### src/rtl/sccb_sensor_responder.sv
// rtl/sccb_sensor_responder.sv - SCCB/I2C responder emulating the OV5640 control port
module sccb_sensor_responder #(
    parameter logic [7:0]  SENSOR_ADDR = 8'h78,
    parameter int          MEM_AW      = 8,
    parameter logic [15:0] CHIP_ID     = 16'h5640,
    parameter int          FILTER_LEN  = 3,
    parameter int          SDA_HOLD    = 4
) (
    input  logic        clk,
    input  logic        rst_n,
    input  logic        scl_i,
    input  logic        sda_i,
    output logic        sda_oe,
    output logic        reg_wr_en,
    output logic [15:0] reg_wr_addr,
    output logic [7:0]  reg_wr_data,
    output logic        busy,
    output logic [7:0]  nack_cnt
);

    localparam int MEM_DEPTH = 1 << MEM_AW;
    localparam int FW        = $clog2(FILTER_LEN + 1);
    localparam int HW        = (SDA_HOLD < 2) ? 1 : $clog2(SDA_HOLD + 1);

    localparam logic [3:0] ST_IDLE       = 4'd0;
    localparam logic [3:0] ST_DEV        = 4'd1;
    localparam logic [3:0] ST_DEV_ACK    = 4'd2;
    localparam logic [3:0] ST_ADDR_H     = 4'd3;
    localparam logic [3:0] ST_ADDR_H_ACK = 4'd4;
    localparam logic [3:0] ST_ADDR_L     = 4'd5;
    localparam logic [3:0] ST_ADDR_L_ACK = 4'd6;
    localparam logic [3:0] ST_WDATA      = 4'd7;
    localparam logic [3:0] ST_WDATA_ACK  = 4'd8;
    localparam logic [3:0] ST_RDATA      = 4'd9;
    localparam logic [3:0] ST_RDATA_ACK  = 4'd10;
    localparam logic [3:0] ST_IGNORE     = 4'd11;

    // index 0 = SCL, index 1 = SDA
    logic [1:0]    sync1;
    logic [1:0]    sync2;
    logic [1:0]    filt;
    logic [FW-1:0] stab_cnt [2];
    logic          scl_q;
    logic          sda_q;

    logic          scl_f;
    logic          sda_f;
    logic          scl_rise;
    logic          scl_fall;
    logic          start_det;
    logic          stop_det;

    logic [3:0]    state;
    logic [2:0]    bit_cnt;
    logic [7:0]    shreg;
    logic [7:0]    rx_byte;
    logic [7:0]    rd_byte;
    logic [15:0]   ptr;
    logic          rd_mode;
    logic          ack_seen;
    logic          master_ack;
    logic          drive_next;
    logic [HW-1:0] hold_cnt;
    logic [7:0]    mem [MEM_DEPTH];

    assign scl_f     = filt[0];
    assign sda_f     = filt[1];
    assign scl_rise  = scl_f & ~scl_q;
    assign scl_fall  = ~scl_f & scl_q;
    assign start_det = scl_f & scl_q & sda_q & ~sda_f;
    assign stop_det  = scl_f & scl_q & ~sda_q & sda_f;
    assign rx_byte   = {shreg[6:0], sda_f};

    // Synchronize both lines, then accept a new level only after it has held for FILTER_LEN cycles
    always_ff @(posedge clk) begin
        if (!rst_n) begin
            sync1 <= 2'b11;
            sync2 <= 2'b11;
            filt  <= 2'b11;
            scl_q <= 1'b1;
            sda_q <= 1'b1;
            for (int i = 0; i < 2; i++) begin
                stab_cnt[i] <= '0;
            end
        end else begin
            sync1 <= {sda_i, scl_i};
            sync2 <= sync1;
            scl_q <= filt[0];
            sda_q <= filt[1];
            for (int i = 0; i < 2; i++) begin
                if (sync2[i] == filt[i]) begin
                    stab_cnt[i] <= '0;
                end else if (stab_cnt[i] == FW'(FILTER_LEN - 1)) begin
                    filt[i]     <= sync2[i];
                    stab_cnt[i] <= '0;
                end else begin
                    stab_cnt[i] <= stab_cnt[i] + 1'b1;
                end
            end
        end
    end

    // Byte served on reads: chip ID registers overlay the register file
    always_comb begin
        rd_byte = mem[ptr[MEM_AW-1:0]];
        if (ptr == 16'h300A) begin
            rd_byte = CHIP_ID[15:8];
        end else if (ptr == 16'h300B) begin
            rd_byte = CHIP_ID[7:0];
        end
    end

    // Protocol FSM: bits shift in on SCL rise; SDA drive decisions are made on SCL fall
    // and applied SDA_HOLD cycles later so the line never moves while SCL is high
    always_ff @(posedge clk) begin
        if (!rst_n) begin
            state       <= ST_IDLE;
            bit_cnt     <= '0;
            shreg       <= '0;
            ptr         <= '0;
            rd_mode     <= 1'b0;
            ack_seen    <= 1'b0;
            master_ack  <= 1'b0;
            drive_next  <= 1'b0;
            hold_cnt    <= '0;
            sda_oe      <= 1'b0;
            reg_wr_en   <= 1'b0;
            reg_wr_addr <= '0;
            reg_wr_data <= '0;
            busy        <= 1'b0;
            nack_cnt    <= '0;
            for (int i = 0; i < MEM_DEPTH; i++) begin
                mem[i] <= '0;
            end
        end else begin
            reg_wr_en <= 1'b0;

            if (hold_cnt != '0) begin
                hold_cnt <= hold_cnt - 1'b1;
                if (hold_cnt == HW'(1)) begin
                    sda_oe <= drive_next;
                end
            end

            if (start_det || stop_det) begin
                // Any partial byte is dropped; a repeated START restarts address decode
                state      <= start_det ? ST_DEV : ST_IDLE;
                busy       <= start_det;
                bit_cnt    <= '0;
                ack_seen   <= 1'b0;
                drive_next <= 1'b0;
                hold_cnt   <= '0;
                sda_oe     <= 1'b0;
            end else if (scl_rise) begin
                case (state)
                    ST_DEV, ST_ADDR_H, ST_ADDR_L, ST_WDATA: begin
                        shreg   <= rx_byte;
                        bit_cnt <= bit_cnt + 3'd1;
                        if (bit_cnt == 3'd7) begin
                            ack_seen <= 1'b0;
                            case (state)
                                ST_DEV: begin
                                    if (rx_byte == SENSOR_ADDR) begin
                                        state   <= ST_DEV_ACK;
                                        rd_mode <= 1'b0;
                                    end else if (rx_byte == (SENSOR_ADDR | 8'h01)) begin
                                        state   <= ST_DEV_ACK;
                                        rd_mode <= 1'b1;
                                    end else begin
                                        state <= ST_IGNORE;
                                        if (nack_cnt != 8'hFF) begin
                                            nack_cnt <= nack_cnt + 8'd1;
                                        end
                                    end
                                end
                                ST_ADDR_H: begin
                                    ptr[15:8] <= rx_byte;
                                    state     <= ST_ADDR_H_ACK;
                                end
                                ST_ADDR_L: begin
                                    ptr[7:0] <= rx_byte;
                                    state    <= ST_ADDR_L_ACK;
                                end
                                default: begin
                                    mem[ptr[MEM_AW-1:0]] <= rx_byte;
                                    reg_wr_en            <= 1'b1;
                                    reg_wr_addr          <= ptr;
                                    reg_wr_data          <= rx_byte;
                                    ptr                  <= ptr + 16'd1;
                                    state                <= ST_WDATA_ACK;
                                end
                            endcase
                        end
                    end
                    ST_RDATA: begin
                        shreg   <= {shreg[6:0], 1'b0};
                        bit_cnt <= bit_cnt + 3'd1;
                        if (bit_cnt == 3'd7) begin
                            state    <= ST_RDATA_ACK;
                            ack_seen <= 1'b0;
                        end
                    end
                    ST_DEV_ACK, ST_ADDR_H_ACK, ST_ADDR_L_ACK, ST_WDATA_ACK: begin
                        ack_seen <= 1'b1;
                    end
                    ST_RDATA_ACK: begin
                        ack_seen   <= 1'b1;
                        master_ack <= ~sda_f;
                        if (!sda_f) begin
                            ptr <= ptr + 16'd1;
                        end
                    end
                    default: begin
                    end
                endcase
            end else if (scl_fall) begin
                hold_cnt   <= HW'(SDA_HOLD);
                drive_next <= 1'b0;
                case (state)
                    ST_DEV_ACK, ST_ADDR_H_ACK, ST_ADDR_L_ACK, ST_WDATA_ACK: begin
                        if (!ack_seen) begin
                            drive_next <= 1'b1;
                        end else begin
                            bit_cnt <= '0;
                            case (state)
                                ST_DEV_ACK: begin
                                    if (rd_mode) begin
                                        shreg      <= rd_byte;
                                        drive_next <= ~rd_byte[7];
                                        state      <= ST_RDATA;
                                    end else begin
                                        state <= ST_ADDR_H;
                                    end
                                end
                                ST_ADDR_H_ACK: state <= ST_ADDR_L;
                                default:       state <= ST_WDATA;
                            endcase
                        end
                    end
                    ST_RDATA: begin
                        drive_next <= ~shreg[7];
                    end
                    ST_RDATA_ACK: begin
                        if (ack_seen) begin
                            bit_cnt <= '0;
                            if (master_ack) begin
                                shreg      <= rd_byte;
                                drive_next <= ~rd_byte[7];
                                state      <= ST_RDATA;
                            end else begin
                                state <= ST_IGNORE;
                            end
                        end
                    end
                    default: begin
                    end
                endcase
            end
        end
    end

endmodule

### config.mk
export PLATFORM = sky130hd
export DESIGN_NAME = sccb_sensor_responder
export DESIGN_NICKNAME = d
export VERILOG_FILES = /design/src/rtl/sccb_sensor_responder.sv
export SDC_FILE = /design/constraint.sdc
export NUM_CORES = 2
export LEC_CHECK = 0
export ABC_AREA = 1
export BUFFER_PORTS_ARGS = -buffer_cell sky130_fd_sc_hd__buf_4
export CELL_PAD_IN_SITES_DETAIL_PLACEMENT = 0
export CELL_PAD_IN_SITES_GLOBAL_PLACEMENT = 1
export CORE_UTILIZATION = 46
export DETAILED_ROUTE_END_ITERATION = 8
export MAX_ROUTING_LAYER = met4
export PLACE_DENSITY = 0.82
export SLEW_MARGIN = 20
export SYNTH_ARGS = -nofsm -noshare
export SYNTH_HDL_FRONTEND = slang
export SYNTH_SLANG_ARGS = --single-unit
### constraint.sdc
create_clock -name clk -period 2.7 [get_ports clk]
set_input_delay 0.54 -clock clk [delete_from_list [all_inputs] [get_ports clk]]
set_output_delay 0.54 -clock clk [all_outputs]
set_load 0.005 [all_outputs]
== After elaboration in Yosys (flattened, before gate mapping) ==
Memories as Yosys holds them, arrays and structs flattened. A register that Yosys moved wholly into a read port is not among the register bits.
Cells that the tools add are included.
Word-level totals
  bits in writable memories: 2052
  input bits: 4
  memories kept: 2
  register bits: 81
  output and inout bits: 35
Cells by class
  mux-type cells: 91
  reductions and logical operators: 34
  $add $sub $neg: 6
  equality and inequality tests: 38
  bitwise operators: 27
Memories
  mem: depth 256, bits a word 8, rd ports 1, clocked after Yosys merged registers in 1, wr ports 256, line 64  | logic [7:0] mem [MEM_DEPTH];
  stab_cnt: depth 2, bits a word 2, rd ports 2, clocked after Yosys merged registers in 0, wr ports 2, line 42  | logic [FW-1:0] stab_cnt [2];
Operators by type and width (count)
  $mux 8: 13
  $pmux 8 s2: 4
  $mux 1: 40
  $mux 4: 10
  $eq 16x14->1 const B: 2
  $mux 16: 2
  $pmux 16 s2: 1
  $mux 3: 8
  $pmux 4 s2: 3
  $reduce_and 6->1: 3
  $add 16x1->16 const B: 1
  $eq 4x3->1 const B: 4
  $eq 8x7->1 const B: 2
  $ne 4x4->1 const B: 4
  $ne 3x3->1 const B: 5
  $mux 2: 7
  $not 1->1: 14
  $eq 4x4->1 const B: 3
  $pmux 4 s3: 1
  $reduce_bool 2->1: 6
  $ne 2x2->1 const B: 5
  $reduce_or 5->1: 2
  $reduce_and 9->1: 1
  $reduce_bool 3->1: 3
  30 further kinds: 52

== Logic depth before layout (Yosys ltp) ==
  depth in word-level cells: 11
  gate-level depth with buffers: 19
  gate-level depth less buffers: 16

== Worst setup path before layout ==
Ideal clock, no wire load.
  kind: register to register
  start point: register filt[0]
  end point: memory mem[138][0] (enable)
  path slack: -0.132 ns
  stages on the path, launching flop included: 14
  required time: 2.371 ns
  arrival: 2.504 ns
  cells stage by stage: dfxtp_1 > ha_1 > clkbuf_1 > inv_2 > nor2_4 > inv_2 > nor3_2 > inv_2 > nor2_4 > nand2_1 > nor2_2 > buf_2 > nand2_1 > nand2_1
RTL lines
  start, declared: line 41  | logic [1:0] filt;
  start signal, assigned by index: line 94  | filt[i] <= sync2[i];
  end, declared: line 64

==> summary.md <==
| Metric | Value |
|---|---|
| Status | finished, violations left |
| Failing checks | max-slew violations, negative setup slack |
| Cells after Synth | 9,595 |
| Final HPWL DP | 192 mm |
| Rel. slew slack | -2.67% |
| Worst Reg-to-Reg Cells | 19 |
| Slowest CP cell | dfxtp_2 |
| Pre-CTS setup slack | -0.269 ns |
| CP most frequent cell | inv_2 |
| Fin Clk Skew | 0.0578 ns |
| Hold Crit Class | in -> reg |
| Via count | 75,700 |
| 1st-iter DRT viols | 10,800 |
| Worst slew pin tran | 1.54 ns |
| Mux contribution to synthesized area | 0% |
| Final Util | 58.0% |
| Max-slew violations | 23 |
| R2R setup slack | -0.21 ns |
| Synth top area share | 64.7% |
| RSZ-0062 raised after global routing | true |
| Fmax | 343 MHz |
| Min Tclk post-route | 2.91 ns |
| Core area | 205,000 um2 |
| Synth unique cells | 36 |
| Reg2Reg Launch Point | filt[0] |
| Kind of critical path | reg -> reg |
| CP delay by family, top | buffers and inverters |
| # H-tree levels | 4 |
| Setup-failing EPs final | 2,892 |
| Yosys warning total | 0 |
| Post-synthesis adder-cell area fraction | 0.223% |
| Post-Layout Cell Count | 12,900 |
| Post-DR vias/cell | 5.88 |
| Initial Util | 46.4% |
| Hold depth | 3 |
| Crit path cell chain | ha_2, inv_2, nor3_4, nor2_2, inv_2, nor2_4, inv_2, nor3_4, inv_2, nor2_4, inv_4, buf_12, buf_12, nor3_4, buf_6, buf_16, buf_4, nand2_4, nand2_4 |
| Die Y | 457 um |
| Max-cap violations | 0 |
| Top-level I/O count | 39 |
| Post-Route WL | 312 mm |
| WP data required | 3.28 ns |
| EDFF count, synth | 2,052 |
| Synth area leaders | edfxtp_1 (65%), nor2_1 (12%), o21ai_0 (5.1%) |
| Final setup margin | -0.214 ns |
| Full die area | 209,000 um2 |
| First-pass iteration count of the detailed router | 6 |
| Hold Crit Endpoint | sync1[1] |
| Post-Synth XOR/XNOR Area | 0.0828% |
| Startpoint types | register |
| Sequential fraction of the synthesis area | 66.6% |
| Largest net degree at the start of global routing | 133 |
| Final RePlAce weighted congestion | 0.945 |
| VDD IR max | 0.000539 V |
| Die span in x | 457 um |
| Asr flop ratio synth | 0% |
| Simple-gate share of the synthesized area | 21.0% |
| CP arrival | 3.49 ns |
| Synthesized area per cell | 9.93 um2 |
| Clk_lat worst skew | 0.89 ns |
| Combinational family with the most area after synthesis | simple AND/OR/NAND/NOR gates |
| Synth Register Bits | 2,141 |
| Synth area leader | edfxtp_1 |
| Critical path launch point | filt[0] |
| Critical Path Sink Type | register |
| Routed len/inst | 24.3 um |
| DRC errors left | 0 |
| TritonCTS buffer count | 216 |
| Synth top cells by count | nor2_1 (3,036), edfxtp_1 (2,052), nand2_1 (1,256), o21ai_0 (967), nand3_1 (681) |
| Most common cell in the netlist | nor2_1 |
| Clock buffer depth | 3 |
| Std cell rows | 166 |
| Fin nets | 10,000 |
| Primary FF master, synth | edfxtp_1 |
| First-pass GRT wire length | 455 mm |
| PortBufs | 38 |
| CTS tree | yes |
| Final Hold Fails | 0 |
| Post-synthesis compound-gate area fraction | 8.68% |
| Pwr Total | 0.0721 W |
| Clk sink count | 2,141 |
| Gr usage total | 29.8% |
| Period utilization | 108% |
| Share of cells above drive strength 1 | 18.9% |
| Worst hold start | sda_i |
| Worst path max stage delay | 0.32 ns |
| Pwr/cell area | 607 nW/um2 |
| Routed Antenna Nets | 0 |
| Syn Std Cell Area | 95,200 um2 |
| P_leak | 42.0 nW |
| Clock root cell | clkbuf_16 |
| Vias in the first global route | 72,100 |
| RR Endpoint | mem[11][5] |
| CP bufs+invs | 10 |
| Antenna violations before repair | 8 |
| Total gr overflow | 0 |
| Placed Cells | 12,400 |
| Worst-path clk slew | 0.07 ns |
| Crit path max fanout | 8 |
| Area delta synth->final | 24.9% |
## cells by family (layout without fill, tap and decap cells)
logic type / count (synthesis) / after routing
other: 1 / 10
XOR/XNOR: 9 / 9
AO/OA/AOI/OAI: 1525 / 1525
AND/OR/NAND/NOR: 5052 / 5052
flip-flops: 2141 / 2141
buffers and inverters: 850 / 1427
adder cells (fa/ha/maj): 17 / 17
## tightest hold or removal path, cell delays in order
cell	delay, ns
dlygate4sd3_1	0.53
buf_4	0.11
or2_2	0.09
## sequential cells by signal, indices dropped and copies added (netlist names), named ones only
name,flops
state,4
sda_q,1
rd_mode,1
stab_cnt,4
bit_cnt,3
sda_oe,1
scl_q,1
busy,1
drive_next,1
nack_cnt,8
filt,2
sync1,2
hold_cnt,3
reg_wr_en,1
sync2,2
ack_seen,1
master_ack,1
reg_wr_addr,16
shreg,8
ptr,16
mem,2048
reg_wr_data,8
## placed cells by master (no fill, tap or decap), types with 9 or more instances in the layout
cell	instances
clkbuf_16	235
clkbuf_1	22
nand3_4	13
bufinv_16	31
inv_1	71
dfxtp_1	81
a21oi_1	84
buf_6	54
o21ai_1	39
nand2_4	95
inv_8	9
buf_16	30
nand3_2	97
nor2_1	2875
clkinv_2	42
buf_4	540
nand2_8	70
buf_12	253
clkinv_1	49
ha_1	15
buf_8	17
o22ai_1	429
o22ai_2	23
o21ai_0	923
nand3_1	571
edfxtp_1	2052
nor3_1	18
nand2_2	143
nor2_2	40
clkinvlp_4	17
nor2_4	135
nand2_1	973
## stage by stage
stage,area (um2),hold WS (ns),TNS (ns)
after floorplan,95600,0.393,-0.261
after global placement,105000,0.412,-12.62
after detailed placement,105000,0.405,-25.08
after CTS,115000,0.372,-28.23
after global routing,119000,0.406,-632.27
final,119000,0.405,-245.82
## metal layers
layer | up-vias | part of all wire, % | track usage [%] | routed length (um)
met1 | 36900 | 39 | 39.5 | 122000
met5 | - | 0 | - | 0
met4 | 0 | 4.2 | 12.7 | 13200
met2 | 4152 | 46 | 45.5 | 145000
met3 | 650 | 10 | 5.03 | 32400
li1 | 34000 | - | - | -
## where the power goes
part	internal [W]	switching (W)
clock	0.0181	0.0135
combinational	0.000807	0.00181
sequential	0.0375	0.000436
total	0.0564	0.0157
## repair_timing
item                                    in CTS  in global routing
cloned                                      15                 18
endpoints found under the hold margin        9                  0
buffers inserted                            29                 50
resized for setup                          263                815
pin swaps                                   15                 69
hold buffers                                 3                  0
endpoints found under the setup margin    1056               3842
## how the worst max path moves through the flow
stage                 end  slack, ns  cells after the start
3_5_place_dp     shreg[6]      -0.27                     15
6_report       mem[11][5]      -0.21                     19
3_3_place_gp     shreg[6]      -0.25                     15
2_1_floorplan  mem[67][0]      -0.01                     15
4_1_cts        mem[23][4]      -0.13                     17
5_1_grt        mem[11][5]      -0.30                     19
## final cells by class
class,count,area (um2)
clock buffer,247,5650
clock inverter,162,1830
multi-input combinational,6607,32700
antenna,6,15.0
tap,2688,3360
sequential,2141,63400
fill,16700,86300
inverter,95,468
timing repair buffer,922,11500
timing repair inverter,1,20.0
(Power assumes the default switching activity.)
